$ cat config.mk
export PLATFORM = sky130hd
export DESIGN_NAME = uart_apb_service_ctrl_flat
export DESIGN_NICKNAME = d
export VERILOG_FILES = /design/src/rtl/uart_apb_service_ctrl_if.sv /design/src/rtl/uart_apb_service_ctrl.sv /design/src/flat_wrapper.sv
export SDC_FILE = /design/constraint.sdc
export NUM_CORES = 1
export LEC_CHECK = 0
export CORE_AREA = 5 5 107 109
export DETAILED_ROUTE_END_ITERATION = 7
export DIE_AREA = 0 0 112 114
export GPL_TIMING_DRIVEN = 1
export PLACE_DENSITY = 0.83
export SYNTH_ARGS = -nofsm -noshare
export SYNTH_HDL_FRONTEND = slang
export SYNTH_SLANG_ARGS = --single-unit
$ cat constraint.sdc
create_clock -name PCLK -period 2.1 [get_ports PCLK]
set_input_delay 0.315 -clock PCLK [delete_from_list [all_inputs] [get_ports PCLK]]
set_output_delay 0.315 -clock PCLK [all_outputs]
set_load 0.01 [all_outputs]
$ cat src/rtl/uart_apb_service_ctrl_if.sv
// APB signal bundle between the UART service controller (master) and the UART
// register slave; the controller is the only master on this bus.
interface uart_apb_service_ctrl_if #(
   parameter int unsigned PADDR_WIDTH = 8,
   parameter int unsigned PDATA_WIDTH = 8
);
   logic                   PSEL;
   logic                   PENABLE;
   logic                   PWRITE;
   logic [PADDR_WIDTH-1:0] PADDR;
   logic [PDATA_WIDTH-1:0] PWDATA;
   logic [PDATA_WIDTH-1:0] PRDATA;
   logic                   PREADY;
   logic                   PSLVERR;

   modport master (
      output PSEL, PENABLE, PWRITE, PADDR, PWDATA,
      input  PRDATA, PREADY, PSLVERR
   );

   modport slave (
      input  PSEL, PENABLE, PWRITE, PADDR, PWDATA,
      output PRDATA, PREADY, PSLVERR
   );
endinterface

$ cat src/rtl/uart_apb_service_ctrl.sv
// APB master for the UART register port: runs the programming sequence on request, then
// arbitrates the port between IIR-driven interrupt servicing and host THR writes.
module uart_apb_service_ctrl #(
   parameter int unsigned PADDR_WIDTH = 8,
   parameter int unsigned PDATA_WIDTH = 8
) (
   input  logic                    PCLK,
   input  logic                    PRESETn,
   uart_apb_service_ctrl_if.master apb,
   input  logic                    INTR,
   input  logic                    cfg_start,
   input  logic [15:0]             cfg_divisor,
   input  logic [5:0]              cfg_lcr,
   input  logic [7:0]              cfg_fcr,
   input  logic [4:0]              cfg_mcr,
   input  logic [3:0]              cfg_ier,
   output logic                    cfg_busy,
   output logic                    cfg_done,
   output logic                    cfg_err,
   output logic                    configured,
   input  logic                    tx_valid,
   input  logic [7:0]              tx_data,
   output logic                    tx_ready,
   output logic                    rx_valid,
   output logic [7:0]              rx_data,
   input  logic                    rx_ready,
   output logic                    lsr_valid,
   output logic [7:0]              lsr_data,
   output logic                    msr_valid,
   output logic [7:0]              msr_data,
   output logic                    thre_event,
   output logic                    slverr_sticky
);
   localparam logic [1:0] S_IDLE = 2'd0, S_SETUP = 2'd1, S_ACCESS = 2'd2, S_GAP = 2'd3;
   localparam logic [2:0] OP_CFG = 3'd0, OP_IIR = 3'd1, OP_LSR = 3'd2, OP_RBR = 3'd3,
                          OP_MSR = 3'd4, OP_TX = 3'd5;

   logic [1:0]  state_q, state_d;
   logic [2:0]  op_q, op_d, step_q, step_d, addr_q, addr_d;
   logic [7:0]  wdata_q, wdata_d;
   logic        write_q, write_d;
   logic [15:0] div_q, div_d;
   logic [5:0]  lcr_q, lcr_d;
   logic [7:0]  fcr_q, fcr_d;
   logic [4:0]  mcr_q, mcr_d;
   logic [3:0]  ier_q, ier_d;
   logic        busy_q, busy_d, done_q, done_d, err_q, err_d, cfgd_q, cfgd_d;
   logic        txr_q, txr_d, rxv_q, rxv_d, lsrv_q, lsrv_d, msrv_q, msrv_d;
   logic        thre_q, thre_d, slverr_q, slverr_d;
   logic [7:0]  rxd_q, rxd_d, lsrd_q, lsrd_d, msrd_q, msrd_d;
   logic [10:0] cfg_word;  // {addr, data} of configuration write number step_q
   logic [2:0]  rd_addr;
   logic [7:0]  rdata;

   assign rdata = apb.PRDATA[7:0];

   always_comb begin
      case (step_q)
         3'd0:    cfg_word = {3'd3, 2'b10, lcr_q};  // DLAB=1 opens DLL/DLM
         3'd1:    cfg_word = {3'd0, div_q[7:0]};
         3'd2:    cfg_word = {3'd1, div_q[15:8]};
         3'd3:    cfg_word = {3'd3, 2'b00, lcr_q};
         3'd4:    cfg_word = {3'd2, fcr_q};
         3'd5:    cfg_word = {3'd4, 3'b000, mcr_q};
         default: cfg_word = {3'd1, 4'b0000, ier_q};
      endcase
   end

   always_comb begin
      case (op_q)
         OP_LSR:  rd_addr = 3'd5;
         OP_MSR:  rd_addr = 3'd6;
         default: rd_addr = 3'd0;
      endcase
   end

   always_comb begin
      state_d = state_q;   op_d = op_q;       step_d = step_q;   addr_d = addr_q;
      wdata_d = wdata_q;   write_d = write_q; div_d = div_q;     lcr_d = lcr_q;
      fcr_d = fcr_q;       mcr_d = mcr_q;     ier_d = ier_q;     busy_d = busy_q;
      cfgd_d = cfgd_q;     rxv_d = rxv_q;     rxd_d = rxd_q;     lsrd_d = lsrd_q;
      msrd_d = msrd_q;     slverr_d = slverr_q;
      done_d = 1'b0;  err_d = 1'b0;  txr_d = 1'b0;  lsrv_d = 1'b0;  msrv_d = 1'b0;
      thre_d = 1'b0;
      if (rxv_q && rx_ready) rxv_d = 1'b0;
      unique case (state_q)
         S_IDLE: begin
            if (cfg_start) begin
               if (cfg_divisor == 16'd0) begin
                  err_d = 1'b1;
               end else begin
                  div_d = cfg_divisor;  lcr_d = cfg_lcr;  fcr_d = cfg_fcr;
                  mcr_d = cfg_mcr;      ier_d = cfg_ier;  busy_d = 1'b1;
                  op_d = OP_CFG;  step_d = 3'd0;  addr_d = 3'd3;
                  wdata_d = {2'b10, cfg_lcr};  write_d = 1'b1;  state_d = S_SETUP;
               end
            end else if (INTR && cfgd_q) begin
               op_d = OP_IIR;  addr_d = 3'd2;  wdata_d = 8'h00;  write_d = 1'b0;
               state_d = S_SETUP;
            end else if (tx_valid && cfgd_q) begin
               op_d = OP_TX;  addr_d = 3'd0;  wdata_d = tx_data;  write_d = 1'b1;
               state_d = S_SETUP;
            end
         end
         S_SETUP: state_d = S_ACCESS;
         S_ACCESS: begin
            if (apb.PREADY) begin
               if (apb.PSLVERR) slverr_d = 1'b1;
               state_d = S_IDLE;
               case (op_q)
                  OP_CFG: begin
                     if (step_q == 3'd6) begin
                        done_d = 1'b1;  busy_d = 1'b0;  cfgd_d = 1'b1;
                     end else begin
                        step_d = step_q + 3'd1;  state_d = S_GAP;
                     end
                  end
                  OP_IIR: begin
                     if (!rdata[0]) begin
                        case (rdata[3:1])
                           3'b011: begin op_d = OP_LSR; state_d = S_GAP; end
                           3'b010, 3'b110: begin
                              // Leave the byte in the FIFO until the consumer drains rx_data.
                              if (!rxv_q) begin op_d = OP_RBR; state_d = S_GAP; end
                           end
                           3'b001: thre_d = 1'b1;
                           3'b000: begin op_d = OP_MSR; state_d = S_GAP; end
                           default: ;
                        endcase
                     end
                  end
                  OP_LSR: begin lsrv_d = 1'b1; lsrd_d = rdata; end
                  OP_RBR: begin rxv_d = 1'b1; rxd_d = rdata; end
                  OP_MSR: begin msrv_d = 1'b1; msrd_d = rdata; end
                  default: txr_d = 1'b1;
               endcase
            end
         end
         default: begin
            state_d = S_SETUP;
            write_d = (op_q == OP_CFG);
            addr_d  = (op_q == OP_CFG) ? cfg_word[10:8] : rd_addr;
            wdata_d = (op_q == OP_CFG) ? cfg_word[7:0] : 8'h00;
         end
      endcase
   end

   always_ff @(posedge PCLK or negedge PRESETn) begin
      if (!PRESETn) begin
         state_q <= S_IDLE;  op_q <= OP_CFG;  step_q <= '0;  addr_q <= '0;
         wdata_q <= '0;  write_q <= 1'b0;  div_q <= '0;  lcr_q <= '0;  fcr_q <= '0;
         mcr_q <= '0;  ier_q <= '0;  busy_q <= 1'b0;  done_q <= 1'b0;  err_q <= 1'b0;
         cfgd_q <= 1'b0;  txr_q <= 1'b0;  rxv_q <= 1'b0;  lsrv_q <= 1'b0;
         msrv_q <= 1'b0;  thre_q <= 1'b0;  slverr_q <= 1'b0;  rxd_q <= '0;
         lsrd_q <= '0;  msrd_q <= '0;
      end else begin
         state_q <= state_d;  op_q <= op_d;  step_q <= step_d;  addr_q <= addr_d;
         wdata_q <= wdata_d;  write_q <= write_d;  div_q <= div_d;  lcr_q <= lcr_d;
         fcr_q <= fcr_d;  mcr_q <= mcr_d;  ier_q <= ier_d;  busy_q <= busy_d;
         done_q <= done_d;  err_q <= err_d;  cfgd_q <= cfgd_d;  txr_q <= txr_d;
         rxv_q <= rxv_d;  lsrv_q <= lsrv_d;  msrv_q <= msrv_d;  thre_q <= thre_d;
         slverr_q <= slverr_d;  rxd_q <= rxd_d;  lsrd_q <= lsrd_d;  msrd_q <= msrd_d;
      end
   end

   assign apb.PSEL      = (state_q == S_SETUP) || (state_q == S_ACCESS);
   assign apb.PENABLE   = (state_q == S_ACCESS);
   assign apb.PWRITE    = write_q;
   assign apb.PADDR     = PADDR_WIDTH'(addr_q);
   assign apb.PWDATA    = PDATA_WIDTH'(wdata_q);
   assign cfg_busy      = busy_q;
   assign cfg_done      = done_q;
   assign cfg_err       = err_q;
   assign configured    = cfgd_q;
   assign tx_ready      = txr_q;
   assign rx_valid      = rxv_q;
   assign rx_data       = rxd_q;
   assign lsr_valid     = lsrv_q;
   assign lsr_data      = lsrd_q;
   assign msr_valid     = msrv_q;
   assign msr_data      = msrd_q;
   assign thre_event    = thre_q;
   assign slverr_sticky = slverr_q;
endmodule

$ cat src/flat_wrapper.sv
// flat-port wrapper written by rule: the top's interface ports become plain ports
module uart_apb_service_ctrl_flat 
#(
   parameter int unsigned PADDR_WIDTH = 8,
   parameter int unsigned PDATA_WIDTH = 8
)
  (PCLK, PRESETn, INTR, cfg_start, cfg_divisor, cfg_lcr, cfg_fcr, cfg_mcr, cfg_ier, cfg_busy, cfg_done, cfg_err, configured, tx_valid, tx_data, tx_ready, rx_valid, rx_data, rx_ready, lsr_valid, lsr_data, msr_valid, msr_data, thre_event, slverr_sticky, apb_PSEL, apb_PENABLE, apb_PWRITE, apb_PADDR, apb_PWDATA, apb_PRDATA, apb_PREADY, apb_PSLVERR);
  uart_apb_service_ctrl_if #(.PADDR_WIDTH(PADDR_WIDTH), .PDATA_WIDTH(PDATA_WIDTH)) apb_i ();
  input  logic PCLK;
  input  logic PRESETn;
  input  logic INTR;
  input  logic cfg_start;
  input  logic [15:0] cfg_divisor;
  input  logic [5:0] cfg_lcr;
  input  logic [7:0] cfg_fcr;
  input  logic [4:0] cfg_mcr;
  input  logic [3:0] cfg_ier;
  output logic cfg_busy;
  output logic cfg_done;
  output logic cfg_err;
  output logic configured;
  input  logic tx_valid;
  input  logic [7:0] tx_data;
  output logic tx_ready;
  output logic rx_valid;
  output logic [7:0] rx_data;
  input  logic rx_ready;
  output logic lsr_valid;
  output logic [7:0] lsr_data;
  output logic msr_valid;
  output logic [7:0] msr_data;
  output logic thre_event;
  output logic slverr_sticky;
  output wire logic [$bits(apb_i.PSEL)-1:0] apb_PSEL;
  output wire logic [$bits(apb_i.PENABLE)-1:0] apb_PENABLE;
  output wire logic [$bits(apb_i.PWRITE)-1:0] apb_PWRITE;
  output wire logic [$bits(apb_i.PADDR)-1:0] apb_PADDR;
  output wire logic [$bits(apb_i.PWDATA)-1:0] apb_PWDATA;
  input wire logic [$bits(apb_i.PRDATA)-1:0] apb_PRDATA;
  input wire logic [$bits(apb_i.PREADY)-1:0] apb_PREADY;
  input wire logic [$bits(apb_i.PSLVERR)-1:0] apb_PSLVERR;
  assign apb_PSEL = apb_i.PSEL;
  assign apb_PENABLE = apb_i.PENABLE;
  assign apb_PWRITE = apb_i.PWRITE;
  assign apb_PADDR = apb_i.PADDR;
  assign apb_PWDATA = apb_i.PWDATA;
  assign apb_i.PRDATA = apb_PRDATA;
  assign apb_i.PREADY = apb_PREADY;
  assign apb_i.PSLVERR = apb_PSLVERR;
  uart_apb_service_ctrl #(.PADDR_WIDTH(PADDR_WIDTH), .PDATA_WIDTH(PDATA_WIDTH)) u_core (.PCLK(PCLK), .PRESETn(PRESETn), .apb(apb_i), .INTR(INTR), .cfg_start(cfg_start), .cfg_divisor(cfg_divisor), .cfg_lcr(cfg_lcr), .cfg_fcr(cfg_fcr), .cfg_mcr(cfg_mcr), .cfg_ier(cfg_ier), .cfg_busy(cfg_busy), .cfg_done(cfg_done), .cfg_err(cfg_err), .configured(configured), .tx_valid(tx_valid), .tx_data(tx_data), .tx_ready(tx_ready), .rx_valid(rx_valid), .rx_data(rx_data), .rx_ready(rx_ready), .lsr_valid(lsr_valid), .lsr_data(lsr_data), .msr_valid(msr_valid), .msr_data(msr_data), .thre_event(thre_event), .slverr_sticky(slverr_sticky));
endmodule
# Word-level counts from Yosys, hierarchy flattened

Cells that the tools add are included.

Register bits: 93
Input port bits: 63
Output and inout port bits: 53
Logic and storage cells: 155

Add/subtract/negate cells: 1
Equality and inequality tests: 28
Mux-type cells: 75
Bitwise operators: 2
Reductions and logical operators: 25

Operators by type and width:

| kind                                                | number |
|---|---|
| case mux 11 bit (6 select lines)                    | 1 |
| 2-to-1 mux 3 bit                                    | 17 |
| 2-to-1 mux 8 bit                                    | 5 |
| 2-to-1 mux 1 bit                                    | 33 |
| case mux 3 bit (2 select lines)                     | 4 |
| AND reduction 3 bit                                 | 7 |
| equality test 3 x 2 -> 1 bit, second input constant | 6 |
| logical NOT 16 bit                                  | 1 |
| 2-to-1 mux 2 bit                                    | 8 |
| case mux 8 bit (2 select lines)                     | 1 |
| equality test 3 bit, second input constant          | 5 |
| AND reduction 6 bit                                 | 2 |
| equality test 3 x 1 -> 1 bit, second input constant | 3 |
| logical NOT 3 bit                                   | 3 |
| case mux 3 bit (3 select lines)                     | 1 |
| != test 2 x 1 -> 1 bit, second input constant       | 4 |
| != test 2 bit, second input constant                | 4 |
| case mux 2 bit (2 select lines)                     | 2 |
| AND reduction 8 bit                                 | 1 |
| != test 3 bit, second input constant                | 2 |
| case mux 2 bit (3 select lines)                     | 1 |
| OR reduction 2 bit                                  | 3 |
| OR reduction 5 bit                                  | 1 |
| != test 4 x 1 -> 1 bit, second input constant       | 1 |
| other kinds (11)                                    | 15 |

# Logic depth before layout (Yosys ltp)

Gate-level depths: netlist of the first run.

Depth after elaboration: 7
Depth in mapped cells: 10
Mapped depth without buffers: 7

# Worst setup path before layout of the first run

Ideal clock, no wire load.

Path type: input -> register
Start point: in cfg_divisor[2]
End point: reg u_core.op_q[0]
Library setup time: 0.128 ns
Data arrival time: 1.837 ns
Data required time: 1.972 ns
Setup slack: 0.135 ns
Cell stages on the path: 5
Buffers on the path: 0
Cell sequence: or4_1 > nor4_4 > a31oi_1 > nand2_1 > mux2_1

Cells in the longest elaborated chain, start to end: 3

RTL lines:

| item                                 | line                         | RTL |
|---|---|---|
| start: declaration                   | flat_wrapper.sv:13           | `input logic [15:0] cfg_divisor;` |
| logical NOT 16 bit                   | uart_apb_service_ctrl.sv:89  | `if (cfg_divisor == 16'd0) begin` |
| != test 3 bit (no source line)       | -                            |  |
| AND reduction 8 bit (no source line) | -                            |  |
| end signal: assignment               | uart_apb_service_ctrl.sv:157 | `state_q <= state_d; op_q <= op_d; step_q <= step_d; addr_q <= addr_d;` |
| end: declaration                     | uart_apb_service_ctrl.sv:39  | `logic [2:0] op_q, op_d, step_q, step_d, addr_q, addr_d;` |

No other way between the ends.
A chain may end at the register's enable or synchronous reset.

# Worst setup path in the final report of the first run

Start point: in cfg_divisor[8]
End point: reg u_core.wdata_q[7], in the netlist u_core.apb.PWDATA[7]

Cells in the longest elaborated chain, start to end: 3

RTL lines:

| item                                 | line                         | RTL |
|---|---|---|
| logical NOT 16 bit                   | uart_apb_service_ctrl.sv:89  |  |
| != test 3 bit (no source line)       | -                            |  |
| AND reduction 3 bit (no source line) | -                            |  |
| end signal: assignment               | uart_apb_service_ctrl.sv:158 | `wdata_q <= wdata_d; write_q <= write_d; div_q <= div_d; lcr_q <= lcr_d;` |
| end: declaration                     | uart_apb_service_ctrl.sv:40  | `logic [7:0] wdata_q, wdata_d;` |

No other way between the ends.

==> results of run 1 <==
[critical path, cell delays in order]
cell	delay, ns
clkdlybuf4s50_1	0.44
or4_4	0.56
nor4_4	0.18
buf_4	0.21
a311o_2	0.27
mux2_4	0.31
[power groups by stage]
stage	sequential, mW	combinational (mW)	clock [mW]
6_report	2.85	3.00	1.42
5_1_grt	2.92	3.29	1.51
4_1_cts	2.83	2.88	1.44
3_5_place_dp	2.86	2.81	0
3_3_place_gp	2.83	2.71	0
2_1_floorplan	2.77	1.72	0
[metrics by stage]
step	setup WS [ns]	TNS, ns	instances	utilization, %
after detailed placement	-0.634	-32.61	639	55.6
final	0.0553	0	660	59.2
after CTS	-0.0103	-0.0280	659	58.4
after floorplan	0.135	0	384	-
after global routing	-0.00805	-0.0115	660	59.2
after global placement	-0.527	-28.60	639	55.6
[synth_stat cells (all sizes together), types with 2 or more instances]
master	instances
nand2	36
nand3b	2
nor3	3
a22o	2
a22oi	4
a31oi	2
nor2b	2
nand3	5
nor4	3
clkbuf	18
o32ai	3
inv	12
o21ai	30
buf	11
or4	4
a221oi	9
mux2i	2
nor2	9
a211oi	2
nand4	2
mux2	72
ha	8
a2bb2oi	6
dfrtp	93
and3b	2
a21oi	18
o41a	2
[state kept, by name, indices dropped and copies added (netlist names), 2 cells and up]
register	flops
u_core.fcr_q	8
u_core.div_q	16
u_core.addr_q	3
u_core.lsr_data	8
u_core.ier_q	4
u_core.step_q	3
u_core.msr_data	8
u_core.op_q	3
u_core.lcr_q	6
u_core.rx_data	8
u_core.state_q	2
u_core.mcr_q	5
u_core.apb.PWDATA	8
[cell type report]
cell class	count	area (um2)	share of cell area (%)
flip-flops and latches	93	2330	37.4
multi-input cells	251	2020	32.5
repair buffers	148	1410	22.7
well taps	140	175	2.82
clock buffers	10	128	2.05
clock inverters	6	111	1.79
inverters	12	45.0	0.724
[per-layer routing]
layer | track usage [%] | vias to the layer above
met2 | 31.0 | 148
met3 | 3.87 | 16
met1 | 25.4 | 1717
met4 | 4.81 | 0
li1 | - | 1645
met5 | 0 | -
[what timing repair did]
action / in CTS / in global routing
cloned: 1 / 1
endpoints found under the hold margin: 28 / 0
setup endpoints to repair: 60 / 21
buffers inserted: 2 / 0
pin swaps: 7 / 5
hold buffers: 1 / 0
gates resized for setup: 17 / 21
[placed cells by master (no fill, tap or decap), types with 3 or more instances in the layout]
master,n
bufinv_16,3
o21ai_0,19
o21ai_1,11
clkdlybuf4s50_1,95
a2bb2oi_1,6
clkbuf_8,9
dlymetal6s2s_1,6
dlygate4sd2_1,8
o32ai_1,3
nand3_1,5
conb_1,5
mux2_4,3
a221oi_1,7
nand2_1,34
or4_4,4
ha_1,6
buf_4,35
inv_1,12
a21oi_1,18
dfrtp_1,93
mux2_1,40
a22oi_1,4
nor2_1,8
mux2_2,29
[worst max-delay path by stage]
stage                               start                          endpoint  slack, ns  cells after the start
after global placement    cfg_divisor[10]      u_core.step_q[1]$_DFFE_PN0P_      -0.53                      6
final                      cfg_divisor[8]  u_core.apb.PWDATA[7]$_DFFE_PN0P_       0.06                      6
after CTS                  cfg_divisor[8]  u_core.apb.PWDATA[6]$_DFFE_PN0P_      -0.01                      6
after global routing       cfg_divisor[8]  u_core.apb.PWDATA[7]$_DFFE_PN0P_     -0.008                      6
after detailed placement   cfg_divisor[4]      u_core.step_q[1]$_DFFE_PN0P_      -0.63                      6
after floorplan            cfg_divisor[2]        u_core.op_q[0]$_DFFE_PN0P_       0.14                      5
[kinds of logic (layout without fill, tap and decap cells)]
family,after synthesis,count (layout)
AO/OA/AOI/OAI,90,90
buffers and inverters,41,176
AND/OR/NAND/NOR,73,74
adder cells (fa/ha/maj),8,8
flip-flops,93,93
other,1,5
multiplexers,74,74
==> flow_metrics.tcl, run 1 <==
set metrics [dict create \
    r2r_slack_ns 0.13 \
    initial_core_util_pct 42.0 \
    final.period_utilization_pct 97.4 \
    end_kind "flip-flop" \
    ctsHtreeMaxLevel 3 \
    synth_compound_area_share_pct 13.5 \
    firstDrtPassIters 5 \
    synth_top_area_cell "dfrtp_1" \
    synth_edf_count 0 \
    switching_share_pct 33.9 \
    grt_pass1_wl_um 19200 \
    critPathLaunchType "input pin" \
    rr_startpoint "u_core.step_q[1]$_DFFE_PN0P_" \
    cts_root_buf "clkbuf_8" \
    synthMuxAreaShare_pct 18.8 \
    outcome "completed" \
    drive_above_1_share_pct 20.2 \
    cts_tree "done" \
    clk_latency_ns 0.35 \
    finalCriticalPeriod_ns 2.04 \
    ys_ff_latch 93 \
    synth_top_family_by_area "multiplexers" \
    r2r-end "u_core.apb.PWDATA[2]$_DFFE_PN0P_" \
    fin_nets 586 \
    grtUsageTotal_pct 18.7 \
    drt-total-wl_um 11900 \
    wl_met1_um 5100 \
    area_delta_synth_final_pct 40.8 \
    max_slew_margin_pct 56.3 \
    synth_cells 380 \
    min_path_cells 2 \
    avgRoutedWirePerCell_um 18.0 \
    netlist_area_um2 4410 \
    avgSynthCellArea_um2 11.6 \
    drtIter0Drc 347 \
    clockBufferDepth 2 \
    wl_met2_um 5830 \
    synth.distinct_cells 51 \
    p_per_area_nw_per_um2 1170 \
    async_flop_share_pct 100 \
    worstPathMaxFanout 5 \
    maxCapViolations 0 \
    yosysTopAreaCellShare_pct 52.7 \
    diodes 0 \
    rsz0062_at_grt "true" \
    synth_warnings 0 \
    r2r_cells 6 \
    seqPwrFrac_pct 39.2 \
    critPathArrivalTime_ns 2.28 \
    dpl-instance-area_um2 5840 \
    comb_power_share_pct 41.3 \
    met3_length_um 767 \
    gp_congestion 0.814 \
    p_int_mw 4.80 \
    hp-class "in2reg" \
    finalHoldViolations 0 \
    seq_area_frac_synth_pct 52.7 \
    die_area_um2 12800 \
    clockPowerShare_pct 19.5 \
    ir_drop_mv 0.535 \
    pin_count 116 \
    highest_layer "met4" \
    remaining_drc_errors 0 \
    p_total_mw 7.26 \
    setup_violations 0 \
    die_w_um 112 \
    core_um2 10500 \
    synth_top_flop_cell "dfrtp_1" \
    antenna_found_initial 0 \
    required_ns 2.34 \
    grt_pass1_vias 3713 \
    fill_cells 838 \
    hold_slack_ns 0.241 \
    crit_type "in2reg" \
    numCtsBuffers 9 \
    leakage_nw 2.79 \
    fp.dieH_um 114 \
    hold_path.startpoint "cfg_divisor[2]" \
    path_clk_slew_ns 0.09 \
    port_buffers 110 \
    grt_overflow_total 0 \
    yosys.area_share.simple_pct 8.53 \
    synth.area.top_cells "dfrtp_1 53%, mux2_1 10%, mux2_2 7.9%, nand2_1 3.1%, ha_1 2.3%" \
    cts_sinks 93 \
    dp_hpwl_um 8800 \
    fin_area_um2 6220 \
    grt_max_degree 44 \
    antenna_left 0 \
    fmax_mhz 489 \
    via_per_inst 5.34 \
    via_count 3526 \
    hold_end "u_core.div_q[2]$_DFFE_PN0P_" \
    skew_ns 0.00765 \
    synth_xor_area_share_pct 0 \
    slew_viol_final 0 \
    p_switching_mw 2.46 \
    tightest_slew_ns 0.654 \
    synthAdderAreaFrac_pct 2.27 \
    num_rows 38 \
]
No activity file was read; power rests on OpenSTA's default activity.
==> inputs of run 2 (changes only) <==
- CORE_AREA: 5 5 107 109 -> 5 5 112 104
- CTS_CLUSTER_SIZE: default -> 25
- DIE_AREA: 0 0 112 114 -> 0 0 117 109
==> flow_metrics.tcl, run 2 (same netlist as run 1, synthesis figures left out) <==
set metrics [dict create \
    max_slew_margin_pct 56.4 \
    r2r_cells 9 \
    ir_drop_mv 0.677 \
    cp-startpoint "cfg_divisor[2]" \
    largest_register_ffs 16 \
    avgRoutedWirePerCell_um 20.1 \
    crit_type "in2reg" \
    via_count 3713 \
    num_rows 36 \
    antenna_left 0 \
    leakage_nw 2.78 \
    hp-class "in2reg" \
    path_clk_slew_ns 0.07 \
    core_um2 10500 \
    cts_sinks 93 \
    crit_end "u_core.apb.PWDATA[2]$_DFFE_PN0P_" \
    clockBufferDepth 2 \
    numCtsBuffers 9 \
    grtUsageTotal_pct 20.2 \
    drt-total-wl_um 13000 \
    grt_max_degree 41 \
    slew_viol_final 0 \
    fp.dieH_um 109 \
    diodes 0 \
    hold_slack_ns 0.235 \
    antenna_found_initial 0 \
    finalCriticalPeriod_ns 2.07 \
    initial_core_util_pct 42.2 \
    grt_pass1_wl_um 19900 \
    drtIter0Drc 341 \
    skew_ns 0.00658 \
    drive_above_1_share_pct 19.5 \
    grt_overflow_total 0 \
    fmax_mhz 482 \
    tightest_slew_ns 0.652 \
    critPathArrivalTime_ns 2.30 \
    die_area_um2 12800 \
    cts_root_buf "clkbuf_16" \
    ctsHtreeMaxLevel 3 \
    finalHoldViolations 0 \
    area_delta_synth_final_pct 40.9 \
    critPathLaunchType "input pin" \
    gp_congestion 0.872 \
    dpl-instance-area_um2 5770 \
    firstDrtPassIters 5 \
    via_per_inst 5.71 \
    worstPathMaxFanout 5 \
    fin_area_um2 6220 \
    r2r_slack_ns 0.04 \
    setup_violations 0 \
    maxCapViolations 0 \
    end_kind "flip-flop" \
    final.period_utilization_pct 98.8 \
    pin_count 116 \
    r2r-end "u_core.apb.PWDATA[1]$_DFFE_PN0P_" \
    required_ns 2.33 \
    clk_latency_ns 0.34 \
    top_register "u_core.div_q" \
    fill_cells 864 \
    layout_common_cells "93 x clkdlybuf4s50_1, 93 x dfrtp_1, 39 x mux2_1, 35 x nand2_1, 30 x buf_4" \
    die_w_um 117 \
    dp_hpwl_um 9220 \
    cts_tree "done" \
    grt_pass1_vias 3728 \
    p_per_area_nw_per_um2 1230 \
    remaining_drc_errors 0 \
    rr_startpoint "u_core.state_q[0]$_DFFE_PN0P_" \
    outcome "completed" \
    rsz0062_at_grt "true" \
    fin_nets 583 \
    port_buffers 110 \
]
[run 2: changes by cell type in the layout (fill, tap and decap cells not counted), sizes merged, moves of 2 or more]
cell	before	now
bufinv	3	0
clkdlybuf4s50	95	93
clkdlybuf4s15	0	4
inv	12	17
dlymetal6s2s	6	4
buf	38	34
[run 2: how the worst min path moves through the flow]
stage / start / end / cells past startpoint
final: cfg_divisor[10] / u_core.div_q[10]$_DFFE_PN0P_ / 2
after CTS: cfg_divisor[9] / u_core.div_q[9]$_DFFE_PN0P_ / 2
after detailed placement: PRESETn / u_core.msr_data[1]$_DFFE_PN0P_ / 1
after floorplan: PRESETn / u_core.addr_q[0]$_DFFE_PN0P_ / 0
after global routing: cfg_divisor[10] / u_core.div_q[10]$_DFFE_PN0P_ / 2
after global placement: PRESETn / u_core.slverr_sticky$_DFFE_PN0P_ / 1
[run 2: routing by layer]
layer  wire length [um]  GRT usage [%]  part of all wire [%]
met4                282           6.14                   2.2
met2               6290           32.0                    48
met5                  0              0                     0
met3               1030           2.89                   7.9
met1               5440           28.8                    42
[run 2: worst max-delay path: stages]
cell and delay [ns]:
dlygate4sd2_1 0.25, or4_4 0.53, nor4_4 0.33, buf_4 0.20, a311o_1 0.31, buf_4 0.18
buf_6 0.11, o21ai_1 0.07
[run 2: power by group]
| part | internal [mW] | switching (mW) |
|---|---|---|
| combinational | 1.66 | 1.50 |
| clock | 0.834 | 0.741 |
| sequential | 2.42 | 0.481 |
| total | 4.91 | 2.72 |
[run 2: cell type report]
cell class / instances / area, um2 / share of cell area (%)
flip-flops and latches: 93 / 2330 / 37.4
multi-input cells: 252 / 2010 / 32.3
repair buffers: 144 / 1380 / 22.2
clock buffers: 9 / 225 / 3.62
well taps: 133 / 166 / 2.67
clock inverters: 7 / 65.1 / 1.05
inverters: 12 / 45.0 / 0.724
[run 2: through the flow]
stage          setup WS (ns)  util [%]  TNS, ns  total power [mW]  std cells
6_report              0.0260      59.5        0              7.63        650
2_1_floorplan          0.135         -        0              4.49        384
4_1_cts              0.00932      59.0        0              7.51        648
3_3_place_gp          -0.540      55.3   -27.79              5.58        624
3_5_place_dp          -0.650      55.3   -33.10              5.72        624
5_1_grt              -0.0355      59.5   -0.209              7.99        650
[run 2: timing repair]
action / CTS / global route
pin swaps: 8 / 6
endpoints found under the setup margin: 60 / 35
cloned: 3 / 1
setup buffers: 4 / 1
hold buffers: 1 / 0
hold endpoints to repair: 38 / 0
resized for setup: 29 / 14
